## src/rtl/int_issue_queue_if.sv

```systemverilog
// Dispatch/writeback/execute-side bundle of the integer issue queue.
// master is the environment around the queue, slave is the queue.
interface int_issue_queue_if #(
    parameter int ROB_W     = 6,
    parameter int PRF_W     = 7,
    parameter int PAYLOAD_W = 64
);
    logic                 flush_valid;

    logic                 enq0_valid;
    logic [ROB_W-1:0]     enq0_robid;
    logic [PRF_W-1:0]     enq0_T;
    logic [PRF_W-1:0]     enq0_src1;
    logic [PRF_W-1:0]     enq0_src2;
    logic                 enq0_src1_busy;
    logic                 enq0_src2_busy;
    logic [PAYLOAD_W-1:0] enq0_payload;

    logic                 enq1_valid;
    logic [ROB_W-1:0]     enq1_robid;
    logic [PRF_W-1:0]     enq1_T;
    logic [PRF_W-1:0]     enq1_src1;
    logic [PRF_W-1:0]     enq1_src2;
    logic                 enq1_src1_busy;
    logic                 enq1_src2_busy;
    logic [PAYLOAD_W-1:0] enq1_payload;

    logic                 wb0_valid;
    logic [PRF_W-1:0]     wb0_tag;
    logic                 wb1_valid;
    logic [PRF_W-1:0]     wb1_tag;

    logic                 iss_valid;
    logic                 iss_ready;
    logic [ROB_W-1:0]     iss_robid;
    logic [PRF_W-1:0]     iss_T;
    logic [PRF_W-1:0]     iss_src1;
    logic [PRF_W-1:0]     iss_src2;
    logic [PAYLOAD_W-1:0] iss_payload;

    logic [1:0]           intisq_left;
    logic                 overflow_err;

    modport master (
        output flush_valid,
        output enq0_valid, enq0_robid, enq0_T, enq0_src1, enq0_src2,
        output enq0_src1_busy, enq0_src2_busy, enq0_payload,
        output enq1_valid, enq1_robid, enq1_T, enq1_src1, enq1_src2,
        output enq1_src1_busy, enq1_src2_busy, enq1_payload,
        output wb0_valid, wb0_tag, wb1_valid, wb1_tag,
        output iss_ready,
        input  iss_valid, iss_robid, iss_T, iss_src1, iss_src2, iss_payload,
        input  intisq_left, overflow_err
    );

    modport slave (
        input  flush_valid,
        input  enq0_valid, enq0_robid, enq0_T, enq0_src1, enq0_src2,
        input  enq0_src1_busy, enq0_src2_busy, enq0_payload,
        input  enq1_valid, enq1_robid, enq1_T, enq1_src1, enq1_src2,
        input  enq1_src1_busy, enq1_src2_busy, enq1_payload,
        input  wb0_valid, wb0_tag, wb1_valid, wb1_tag,
        input  iss_ready,
        output iss_valid, iss_robid, iss_T, iss_src1, iss_src2, iss_payload,
        output intisq_left, overflow_err
    );
endinterface

```

## src/rtl/int_issue_queue.sv

```systemverilog
// Integer issue queue: dual enqueue, tag wakeup, oldest-ready select via age matrix.
// Optional INTISQ_WAKEUP_BYPASS_EN: same-cycle writeback tags also count as ready.
module int_issue_queue #(
    parameter int DEPTH     = 8,
    parameter int ROB_W     = 6,
    parameter int PRF_W     = 7,
    parameter int PAYLOAD_W = 64
) (
    input  logic             clk,
    input  logic             reset_n,
    int_issue_queue_if.slave bus
);
    localparam int IW = $clog2(DEPTH);
    localparam int CW = IW + 1;

    typedef struct packed {
        logic [ROB_W-1:0]     robid;
        logic [PRF_W-1:0]     t;
        logic [PRF_W-1:0]     src1;
        logic [PRF_W-1:0]     src2;
        logic [PAYLOAD_W-1:0] payload;
    } ent_t;

    logic [DEPTH-1:0] valid_q, valid_d;
    logic [DEPTH-1:0] busy1_q, busy1_d;
    logic [DEPTH-1:0] busy2_q, busy2_d;
    ent_t             ent_q   [DEPTH];
    ent_t             ent_d   [DEPTH];
    logic [DEPTH-1:0] older_q [DEPTH];
    logic [DEPTH-1:0] older_d [DEPTH];
    logic             ovf_q, ovf_d;

    logic [DEPTH-1:0] hit1, hit2, rdy, sel, iss_clr;
    logic             e0_hit1, e0_hit2, e1_hit1, e1_hit2;
    logic             iss_v;
    ent_t             iss_e, enq0_e, enq1_e;

    logic [IW-1:0]    f0, f1, slot0, slot1;
    logic [CW-1:0]    free_cnt, need;
    logic             ovf_now, do_enq, wr0, wr1;
    logic [DEPTH-1:0] oh0;

    // Writeback tag match against every stored source and both enqueue ports
    always_comb begin
        for (int i = 0; i < DEPTH; i++) begin
            hit1[i] = (bus.wb0_valid && bus.wb0_tag == ent_q[i].src1) ||
                      (bus.wb1_valid && bus.wb1_tag == ent_q[i].src1);
            hit2[i] = (bus.wb0_valid && bus.wb0_tag == ent_q[i].src2) ||
                      (bus.wb1_valid && bus.wb1_tag == ent_q[i].src2);
        end
        e0_hit1 = (bus.wb0_valid && bus.wb0_tag == bus.enq0_src1) ||
                  (bus.wb1_valid && bus.wb1_tag == bus.enq0_src1);
        e0_hit2 = (bus.wb0_valid && bus.wb0_tag == bus.enq0_src2) ||
                  (bus.wb1_valid && bus.wb1_tag == bus.enq0_src2);
        e1_hit1 = (bus.wb0_valid && bus.wb0_tag == bus.enq1_src1) ||
                  (bus.wb1_valid && bus.wb1_tag == bus.enq1_src1);
        e1_hit2 = (bus.wb0_valid && bus.wb0_tag == bus.enq1_src2) ||
                  (bus.wb1_valid && bus.wb1_tag == bus.enq1_src2);
    end

`ifdef INTISQ_WAKEUP_BYPASS_EN
    assign rdy = valid_q & ~(busy1_q & ~hit1) & ~(busy2_q & ~hit2);
`else
    assign rdy = valid_q & ~busy1_q & ~busy2_q;
`endif

    // An entry wins when no ready entry is older than it
    always_comb begin
        for (int i = 0; i < DEPTH; i++) begin
            sel[i] = rdy[i] & ~|(older_q[i] & rdy);
        end
    end

    assign iss_v   = (|rdy) & ~bus.flush_valid;
    assign iss_clr = (iss_v && bus.iss_ready) ? sel : '0;

    always_comb begin
        iss_e = ent_q[0];
        for (int i = 0; i < DEPTH; i++) begin
            if (sel[i]) begin
                iss_e = ent_q[i];
            end
        end
    end

    assign bus.iss_valid   = iss_v;
    assign bus.iss_robid   = iss_e.robid;
    assign bus.iss_T       = iss_e.t;
    assign bus.iss_src1    = iss_e.src1;
    assign bus.iss_src2    = iss_e.src2;
    assign bus.iss_payload = iss_e.payload;

    // Lowest and second-lowest free slots, from pre-edge state only
    always_comb begin
        logic got0, got1;
        got0     = 1'b0;
        got1     = 1'b0;
        f0       = '0;
        f1       = '0;
        free_cnt = '0;
        for (int i = 0; i < DEPTH; i++) begin
            if (!valid_q[i]) begin
                free_cnt = free_cnt + CW'(1);
                if (!got0) begin
                    f0   = IW'(i);
                    got0 = 1'b1;
                end else if (!got1) begin
                    f1   = IW'(i);
                    got1 = 1'b1;
                end
            end
        end
    end

    assign need    = CW'(bus.enq0_valid) + CW'(bus.enq1_valid);
    assign ovf_now = ~bus.flush_valid & (need > free_cnt);
    assign do_enq  = ~bus.flush_valid & ~ovf_now;
    assign wr0     = do_enq & bus.enq0_valid;
    assign wr1     = do_enq & bus.enq1_valid;
    assign slot0   = f0;
    assign slot1   = bus.enq0_valid ? f1 : f0;
    assign oh0     = wr0 ? (DEPTH'(1) << slot0) : '0;

    assign bus.intisq_left  = (free_cnt >= CW'(2)) ? 2'd2 : free_cnt[1:0];
    assign bus.overflow_err = ovf_q;

    assign enq0_e = '{robid: bus.enq0_robid, t: bus.enq0_T,
                      src1: bus.enq0_src1, src2: bus.enq0_src2,
                      payload: bus.enq0_payload};
    assign enq1_e = '{robid: bus.enq1_robid, t: bus.enq1_T,
                      src1: bus.enq1_src1, src2: bus.enq1_src2,
                      payload: bus.enq1_payload};

    always_comb begin
        valid_d = valid_q;
        ent_d   = ent_q;
        busy1_d = busy1_q & ~hit1;
        busy2_d = busy2_q & ~hit2;
        older_d = older_q;
        ovf_d   = ovf_q | ovf_now;
        if (bus.flush_valid) begin
            valid_d = '0;
            for (int i = 0; i < DEPTH; i++) begin
                older_d[i] = '0;
            end
        end else begin
            valid_d = valid_q & ~iss_clr;
            for (int i = 0; i < DEPTH; i++) begin
                older_d[i] = older_q[i] & ~iss_clr;
                if (iss_clr[i]) begin
                    older_d[i] = '0;
                end
            end
            if (wr0) begin
                valid_d[slot0] = 1'b1;
                ent_d[slot0]   = enq0_e;
                busy1_d[slot0] = bus.enq0_src1_busy & ~e0_hit1;
                busy2_d[slot0] = bus.enq0_src2_busy & ~e0_hit2;
                older_d[slot0] = valid_q & ~iss_clr;
            end
            // enq1 is younger than everything including enq0
            if (wr1) begin
                valid_d[slot1] = 1'b1;
                ent_d[slot1]   = enq1_e;
                busy1_d[slot1] = bus.enq1_src1_busy & ~e1_hit1;
                busy2_d[slot1] = bus.enq1_src2_busy & ~e1_hit2;
                older_d[slot1] = (valid_q & ~iss_clr) | oh0;
            end
        end
    end

    always_ff @(posedge clk or negedge reset_n) begin
        if (!reset_n) begin
            valid_q <= '0;
            busy1_q <= '0;
            busy2_q <= '0;
            ent_q   <= '{default: '0};
            older_q <= '{default: '0};
            ovf_q   <= 1'b0;
        end else begin
            valid_q <= valid_d;
            busy1_q <= busy1_d;
            busy2_q <= busy2_d;
            ent_q   <= ent_d;
            older_q <= older_d;
            ovf_q   <= ovf_d;
        end
    end
endmodule

```

## src/flat_wrapper.sv

```systemverilog
// flat-port wrapper written by rule: the top's interface ports become plain ports
module int_issue_queue_flat 
#(
    parameter int DEPTH     = 8,
    parameter int ROB_W     = 6,
    parameter int PRF_W     = 7,
    parameter int PAYLOAD_W = 64
)
  (clk, reset_n, bus_flush_valid, bus_enq0_valid, bus_enq0_robid, bus_enq0_T, bus_enq0_src1, bus_enq0_src2, bus_enq0_src1_busy, bus_enq0_src2_busy, bus_enq0_payload, bus_enq1_valid, bus_enq1_robid, bus_enq1_T, bus_enq1_src1, bus_enq1_src2, bus_enq1_src1_busy, bus_enq1_src2_busy, bus_enq1_payload, bus_wb0_valid, bus_wb0_tag, bus_wb1_valid, bus_wb1_tag, bus_iss_ready, bus_iss_valid, bus_iss_robid, bus_iss_T, bus_iss_src1, bus_iss_src2, bus_iss_payload, bus_intisq_left, bus_overflow_err);
  int_issue_queue_if #(.ROB_W(ROB_W), .PRF_W(PRF_W), .PAYLOAD_W(PAYLOAD_W)) bus_i ();
  input  logic clk;
  input  logic reset_n;
  input wire logic [$bits(bus_i.flush_valid)-1:0] bus_flush_valid;
  input wire logic [$bits(bus_i.enq0_valid)-1:0] bus_enq0_valid;
  input wire logic [$bits(bus_i.enq0_robid)-1:0] bus_enq0_robid;
  input wire logic [$bits(bus_i.enq0_T)-1:0] bus_enq0_T;
  input wire logic [$bits(bus_i.enq0_src1)-1:0] bus_enq0_src1;
  input wire logic [$bits(bus_i.enq0_src2)-1:0] bus_enq0_src2;
  input wire logic [$bits(bus_i.enq0_src1_busy)-1:0] bus_enq0_src1_busy;
  input wire logic [$bits(bus_i.enq0_src2_busy)-1:0] bus_enq0_src2_busy;
  input wire logic [$bits(bus_i.enq0_payload)-1:0] bus_enq0_payload;
  input wire logic [$bits(bus_i.enq1_valid)-1:0] bus_enq1_valid;
  input wire logic [$bits(bus_i.enq1_robid)-1:0] bus_enq1_robid;
  input wire logic [$bits(bus_i.enq1_T)-1:0] bus_enq1_T;
  input wire logic [$bits(bus_i.enq1_src1)-1:0] bus_enq1_src1;
  input wire logic [$bits(bus_i.enq1_src2)-1:0] bus_enq1_src2;
  input wire logic [$bits(bus_i.enq1_src1_busy)-1:0] bus_enq1_src1_busy;
  input wire logic [$bits(bus_i.enq1_src2_busy)-1:0] bus_enq1_src2_busy;
  input wire logic [$bits(bus_i.enq1_payload)-1:0] bus_enq1_payload;
  input wire logic [$bits(bus_i.wb0_valid)-1:0] bus_wb0_valid;
  input wire logic [$bits(bus_i.wb0_tag)-1:0] bus_wb0_tag;
  input wire logic [$bits(bus_i.wb1_valid)-1:0] bus_wb1_valid;
  input wire logic [$bits(bus_i.wb1_tag)-1:0] bus_wb1_tag;
  input wire logic [$bits(bus_i.iss_ready)-1:0] bus_iss_ready;
  output wire logic [$bits(bus_i.iss_valid)-1:0] bus_iss_valid;
  output wire logic [$bits(bus_i.iss_robid)-1:0] bus_iss_robid;
  output wire logic [$bits(bus_i.iss_T)-1:0] bus_iss_T;
  output wire logic [$bits(bus_i.iss_src1)-1:0] bus_iss_src1;
  output wire logic [$bits(bus_i.iss_src2)-1:0] bus_iss_src2;
  output wire logic [$bits(bus_i.iss_payload)-1:0] bus_iss_payload;
  output wire logic [$bits(bus_i.intisq_left)-1:0] bus_intisq_left;
  output wire logic [$bits(bus_i.overflow_err)-1:0] bus_overflow_err;
  assign bus_i.flush_valid = bus_flush_valid;
  assign bus_i.enq0_valid = bus_enq0_valid;
  assign bus_i.enq0_robid = bus_enq0_robid;
  assign bus_i.enq0_T = bus_enq0_T;
  assign bus_i.enq0_src1 = bus_enq0_src1;
  assign bus_i.enq0_src2 = bus_enq0_src2;
  assign bus_i.enq0_src1_busy = bus_enq0_src1_busy;
  assign bus_i.enq0_src2_busy = bus_enq0_src2_busy;
  assign bus_i.enq0_payload = bus_enq0_payload;
  assign bus_i.enq1_valid = bus_enq1_valid;
  assign bus_i.enq1_robid = bus_enq1_robid;
  assign bus_i.enq1_T = bus_enq1_T;
  assign bus_i.enq1_src1 = bus_enq1_src1;
  assign bus_i.enq1_src2 = bus_enq1_src2;
  assign bus_i.enq1_src1_busy = bus_enq1_src1_busy;
  assign bus_i.enq1_src2_busy = bus_enq1_src2_busy;
  assign bus_i.enq1_payload = bus_enq1_payload;
  assign bus_i.wb0_valid = bus_wb0_valid;
  assign bus_i.wb0_tag = bus_wb0_tag;
  assign bus_i.wb1_valid = bus_wb1_valid;
  assign bus_i.wb1_tag = bus_wb1_tag;
  assign bus_i.iss_ready = bus_iss_ready;
  assign bus_iss_valid = bus_i.iss_valid;
  assign bus_iss_robid = bus_i.iss_robid;
  assign bus_iss_T = bus_i.iss_T;
  assign bus_iss_src1 = bus_i.iss_src1;
  assign bus_iss_src2 = bus_i.iss_src2;
  assign bus_iss_payload = bus_i.iss_payload;
  assign bus_intisq_left = bus_i.intisq_left;
  assign bus_overflow_err = bus_i.overflow_err;
  int_issue_queue #(.DEPTH(DEPTH), .ROB_W(ROB_W), .PRF_W(PRF_W), .PAYLOAD_W(PAYLOAD_W)) u_core (.clk(clk), .reset_n(reset_n), .bus(bus_i));
endmodule
```

## config.mk

```make
export PLATFORM = sky130hd
export DESIGN_NAME = int_issue_queue_flat
export DESIGN_NICKNAME = d
export VERILOG_FILES = /design/src/rtl/int_issue_queue_if.sv /design/src/rtl/int_issue_queue.sv /design/src/flat_wrapper.sv
export SDC_FILE = /design/constraint.sdc
export NUM_CORES = 2
export LEC_CHECK = 0
export ABC_AREA = 1
export CORE_ASPECT_RATIO = 1.1
export CORE_MARGIN = 2
export CORE_UTILIZATION = 35
export DETAILED_ROUTE_END_ITERATION = 10
export PLACE_DENSITY = 0.63
export SLEW_MARGIN = 15
export SYNTH_ARGS = -nofsm -noshare
export SYNTH_HDL_FRONTEND = slang
export SYNTH_SLANG_ARGS = --single-unit
```

## constraint.sdc

```tcl
create_clock -name clk -period 6.6 [get_ports clk]
set_input_delay 1.32 -clock clk [delete_from_list [all_inputs] [get_ports clk]]
set_output_delay 1.32 -clock clk [all_outputs]
set_load 0.05 [all_outputs]
```

-- Word-level counts from Yosys, hierarchy flattened
Cells that the tools add are included.
- output and inout port bits: 95
- bits of input ports: 208
- register bits after elaboration: 817
- reduce and logical (&&, ||, !) cells: 82
- eq/ne operators: 40
- add/subtract/negate cells: 8
- multiplexer cells: 126
- magnitude comparators: 10
- bitwise operators: 55
- shift operators: 1
- operator list (operator ; number):
    $mux 728 ; 3
    $bwmux 728 ; 2
    $mux 91 ; 9
    $demux 91 s3 ; 2
    $eq 7x7->1 ; 40
    $mux 64 ; 4
    $mux 8 ; 32
    $and 8x8->8 ; 21
    $bwmux 64 ; 2
    $mux 3 ; 33
    $reduce_or 8->1 ; 9
    $demux 8 s3 ; 2
    $logic_and 1x1->1 ; 45
    $not 8->8 ; 5
    $bwmux 8 ; 4
    $mux 4 ; 7
    $add 4x1->4 const B ; 6
    $or 8x8->8 ; 3
    $mux 1 ; 23
    $logic_or 1x1->1 ; 20
    $and 1x1->1 ; 17
    $ge 4x4->1 const B ; 2
    $logic_not 1->1 ; 8
    $lt 3x4->1 const B ; 2
    other kinds (12) ; 21

-- Longest topological paths before layout
- depth after elaboration: 29
- mapped depth: 36

-- Least setup slack after synthesis
OpenSTA, ideal clock, no wires.
- kind: reg-to-output
- from: reg u_core.valid_q[0]
- to: out bus_intisq_left[0]
- cell stages (with the launch flop): 26
- buffers on the path: 0
- slack: -0.088 ns
- arrival: 5.368 ns
- data required time: 5.280 ns
- path through: dfrtp_1 > inv_1 > ha_1 > inv_1 > nand2_1 > nand2_1 > ha_1 > or2_1 > nand2_1 > inv_1 > ha_1 > or2_2 > nand2_1 > inv_1 > ha_1 > or2_2 > nand2_1 > inv_1 > ha_1 > nand2_1 > o21ai_1 > ha_1 > nand2_1 > xor2_1 > nand4_1 > nor2_1
- word-level cells in the longest chain between the ends: 17
- ends and longest elaborated chain (item ; RTL line ; RTL):
    start, declared ; int_issue_queue.sv:24 ; logic [DEPTH-1:0] valid_q, valid_d;
    start signal, assigned ; int_issue_queue.sv:181 ; valid_q <= valid_d;
    $mux 1 (*) ; int_issue_queue.sv:102 ; if (!valid_q[i]) begin
    $add 1x1->2 ; int_issue_queue.sv:103 ; free_cnt = free_cnt + CW'(1);
    $mux 4 (*) ; int_issue_queue.sv:102 ;
    $add 4x1->4 ; int_issue_queue.sv:103 ;
    $mux 4 (*) ; int_issue_queue.sv:102 ;
    $add 4x1->4 ; int_issue_queue.sv:103 ;
    $mux 4 (*) ; int_issue_queue.sv:102 ;
    $add 4x1->4 ; int_issue_queue.sv:103 ;
    $mux 4 (*) ; int_issue_queue.sv:102 ;
    $add 4x1->4 ; int_issue_queue.sv:103 ;
    $mux 4 (*) ; int_issue_queue.sv:102 ;
    $add 4x1->4 ; int_issue_queue.sv:103 ;
    $mux 4 (*) ; int_issue_queue.sv:102 ;
    $add 4x1->4 ; int_issue_queue.sv:103 ;
    $mux 4 (*) ; int_issue_queue.sv:102 ;
    $ge 4x2->1 ; int_issue_queue.sv:124 ; assign bus.intisq_left = (free_cnt >= CW'(2)) ? 2'd2 : free_cnt[1:0];
    $mux 2 (*) ; int_issue_queue.sv:124 ;
    end, declared ; flat_wrapper.sv:41 ; output wire logic [$bits(bus_i.intisq_left)-1:0] bus_intisq_left;
Mark *: on every way between the ends. The rest lies on a longest branch, timed or not.

-- Worst setup path after layout
Same ends and word-level chain as after synthesis.

==> flow_summary.yaml <==
status:
  outcome: "complete, no violations"
timing:
  max_slew_margin_pct: 10.4
  hold_viol_final: 0
  whs_ps: 490
  fin_tns_setup_ps: 0
  report.final.slew_viol_count: 0
  setup-violations-final: 0
  rsz0062_at_grt: "true"
  finClkSkew_ps: 40.0
  clock.fmax_mhz: 157
  period_minus_slack_ps: 6360
  timing.final.ws_setup_ps: 241
  fin_crit_sh_pct: 96.3
  worstMarginPinSlew_ps: 1340
place:
  place_congestion: 0.971
  place_inst: 11500
  numPortBuffers: 302
  dp_hpwl_um: 161000
  dpl_worst_slack_ps: 188
layout:
  seqCellArea_um2: 20400
  nFillCells: 17300
  layout-drive-gt1-share_pct: 6.66
  final_nets: 9585
  final_common_cell: "nand2_1"
  multi_input_area_um2: 33700
  instances_no_fill: 11700
  synthToLayoutAreaGrowth_pct: 16.2
  final_cell_mix: "nand2_1, nand3_1, dfrtp_1"
floorplan:
  std_cell_rows: 157
  io_pins: 303
  start_util_pct: 35.2
  core-area_um2: 166000
  fp.dieW_um: 394
  dieArea_um2: 170000
  die_h_um: 433
worst_setup_path:
  critPathRequiredTime_ps: 5280
  crit_arrival_ps: 5040
  crit_path_end_kind: "primary output"
  path_class: "reg2out"
  critical_path.max_stage_delay_ps: 370
  path_max_fanout: 5
  path_buf_inv: 7
  startpoint_type: "register"
  cpLargestDelayFamily: "simple AND/OR/NAND/NOR gates"
  slowest_stage: "dfrtp_1"
  crit_top_cell: "ha_1"
global_routing:
  grt_usage_pct: 30.5
  grt_max_degree: 269
  grt_pass1_vias: 64600
  grt_pass1_wl_um: 404000
  antenna_found_initial: 26
  overflow: 0
power:
  p_leak_nw: 35.2
  vdd_drop_max_mv: 0.511
  pwr_density_cell_nw_per_um2: 460
  p_total_mw: 31.3
logic_synthesis:
  syn_avg_cell_area_um2: 6.13
  yosysSeqAreaShare_pct: 35.0
  yosysTopAreaCell: "dfrtp_1"
  synth_cell_type_count: 47
  netlist_area_um2: 58500
  synth_async_sr_flop_share_pct: 100
  synth.area.top_cells: "dfrtp_1, nand2_1, nand3_1"
  synth_cells: 9540
  synth_seq_cells: 817
  yosys_warnings: 0
  synth_edf_count: 0
  synth_flop_cell: "dfrtp_1"
  yosysTopAreaCellShare_pct: 35.0
  syn_nets: 9760
drt:
  antenna_left: 0
  drc: 0
  first_iter_violations: 9447
  vias: 68000
  dr.pass1.iters: 9
  post_drt_wl_per_cell_um: 23.0
  routed_wl_um: 269000
  via_per_inst: 5.82
clock_network:
  cts.clk_slew.worst_paths_ps: 60
  clkSinkCount: 817
  cts_root_buf: "clkbuf_16"
  cts_buffer_depth: 3
  h-tree-depth: 3
  numCtsBuffers: 99
  clkLatencyLatePin_ps: 780
  cts_tree: "built"
job:
  max_cap_violations: 0
hold_path:
  hp-class: "reg2reg"
Yosys cell counts (2+ instances only):
library cell  count
a31oi_1           7
o41ai_1           3
o211a_1           2
nand2_1        4679
o22ai_1          89
o21bai_1         10
buf_2           172
buf_1            66
o221ai_1          5
ha_1             12
inv_2            19
o21ai_1          10
clkinv_1         13
xor2_1           36
nor3_1           31
clkbuf_2         32
clkbuf_1        528
a2111oi_0        25
nor4_1           15
xnor2_1          21
a21oi_1         814
o21ai_0         155
nor2_1          151
inv_1           303
a221oi_1         42
a311oi_1          4
nand3_4           2
a41oi_1           3
or2_2            88
buf_4             4
nand4_1          21
o211ai_1        186
nand3b_1          2
nor2_2            7
o2111ai_1        17
dfrtp_1         817
nor2_4            2
nand3_1        1130
a22o_1            4
a211oi_1          6
final timing paths:
| check | startpoint | endpoint | slack [ps] | depth (start not counted) |
|---|---|---|---|---|
| setup / recovery | u_core.valid_q[0]$_DFF_PN0_ | bus_intisq_left[0] | 240 | 26 |
| hold / removal | u_core.ent_q[121]$_DFFE_PN0N_ | u_core.ent_q[121]$_DFFE_PN0N_ | 490 | 2 |
| setup reg to reg | u_core.valid_q[0]$_DFF_PN0_ | u_core.ent_q[586]$_DFFE_PN0N_ | 410 | 34 |
| hold reg to reg | u_core.ent_q[121]$_DFFE_PN0N_ | u_core.ent_q[121]$_DFFE_PN0N_ | 490 | 2 |
| max in group asynchronous | reset_n | u_core.ent_q[5]$_DFFE_PN0N_ | 4510 | 2 |
| min in group asynchronous | reset_n | u_core.ent_q[148]$_DFFE_PN0N_ | 550 | 1 |
flip-flops by register name (all words and copies together), names as in the netlist:
name and flops:
u_core.busy2_q 8, u_core.busy1_q 8, u_core.ent_q 728, u_core.valid_q 8, u_core.bus.overflow_err 1, u_core.older_q 64
layout make-up:
class                           count  share of cell area (%)
Antenna cell                       13                  0.0479
Clock buffer                      150                    4.33
Sequential cell                   817                    30.1
Timing Repair Buffer              526                    9.19
Inverter                          336                    1.90
Tap cell                         2226                    4.10
Clock inverter                     31                   0.696
Multi-Input combinational cell   7585                    49.6
power breakdown:
part	total [mW]	internal [mW]	switching (mW)
Clock	5.92	3.43	2.49
Combinational	16.6	5.91	10.7
Sequential	8.72	6.91	1.80
worst register-to-register path, delay by kind of cell, from the launching register on:
kind,cells,cell delay [ps]
and+or+nand+nor,15,2440
buffers and inverters,8,1110
adders and majority gates,7,1740
muxes,1,80
AOI/OAI and AO/OA,3,360
DFF,1,370
routing by layer:
metal | vias up | part of all wire, % | track usage (%) | wire [µm]
li1 | 30500 | - | - | -
met1 | 32200 | 39 | 38.9 | 105000
met2 | 4321 | 45 | 48.3 | 121000
met3 | 970 | 10 | 6.11 | 28200
met4 | 22 | 5.7 | 17.1 | 15200
met5 | - | 0.055 | 0 | 147
repair_timing:
item | in CTS | in global routing
pin swaps | 2 | 8
resized for setup | 4 | 12
hold buffers | 0 | 0
buffers inserted | 4 | 2
setup endpoints to repair | 2 | 498
per-stage QoR:
stage               utilization, %  cell area (µm²)
floorplan                        -            58500
global placement              38.7            64400
detailed placement            38.7            64400
CTS                           40.8            67900
global route                  40.9            67900
finish                        40.9            67900
kinds of logic (layout without fill, tap and decap cells):
group / count (synthesis) / count (layout) / synth area share, %
flops: 817 / 817 / 35.0
simple gates: 6131 / 6131 / 42.5
xor+xnor: 57 / 57 / 0.854
fa+ha+maj: 12 / 12 / 0.257
buf+inv: 1138 / 1043 / 7.77
compound gates: 1384 / 1384 / 13.6
mux: 1 / 1 / 0.0171
other cells: 0 / 13 / 0
Note: power is estimated with default switching activity, not from simulation.
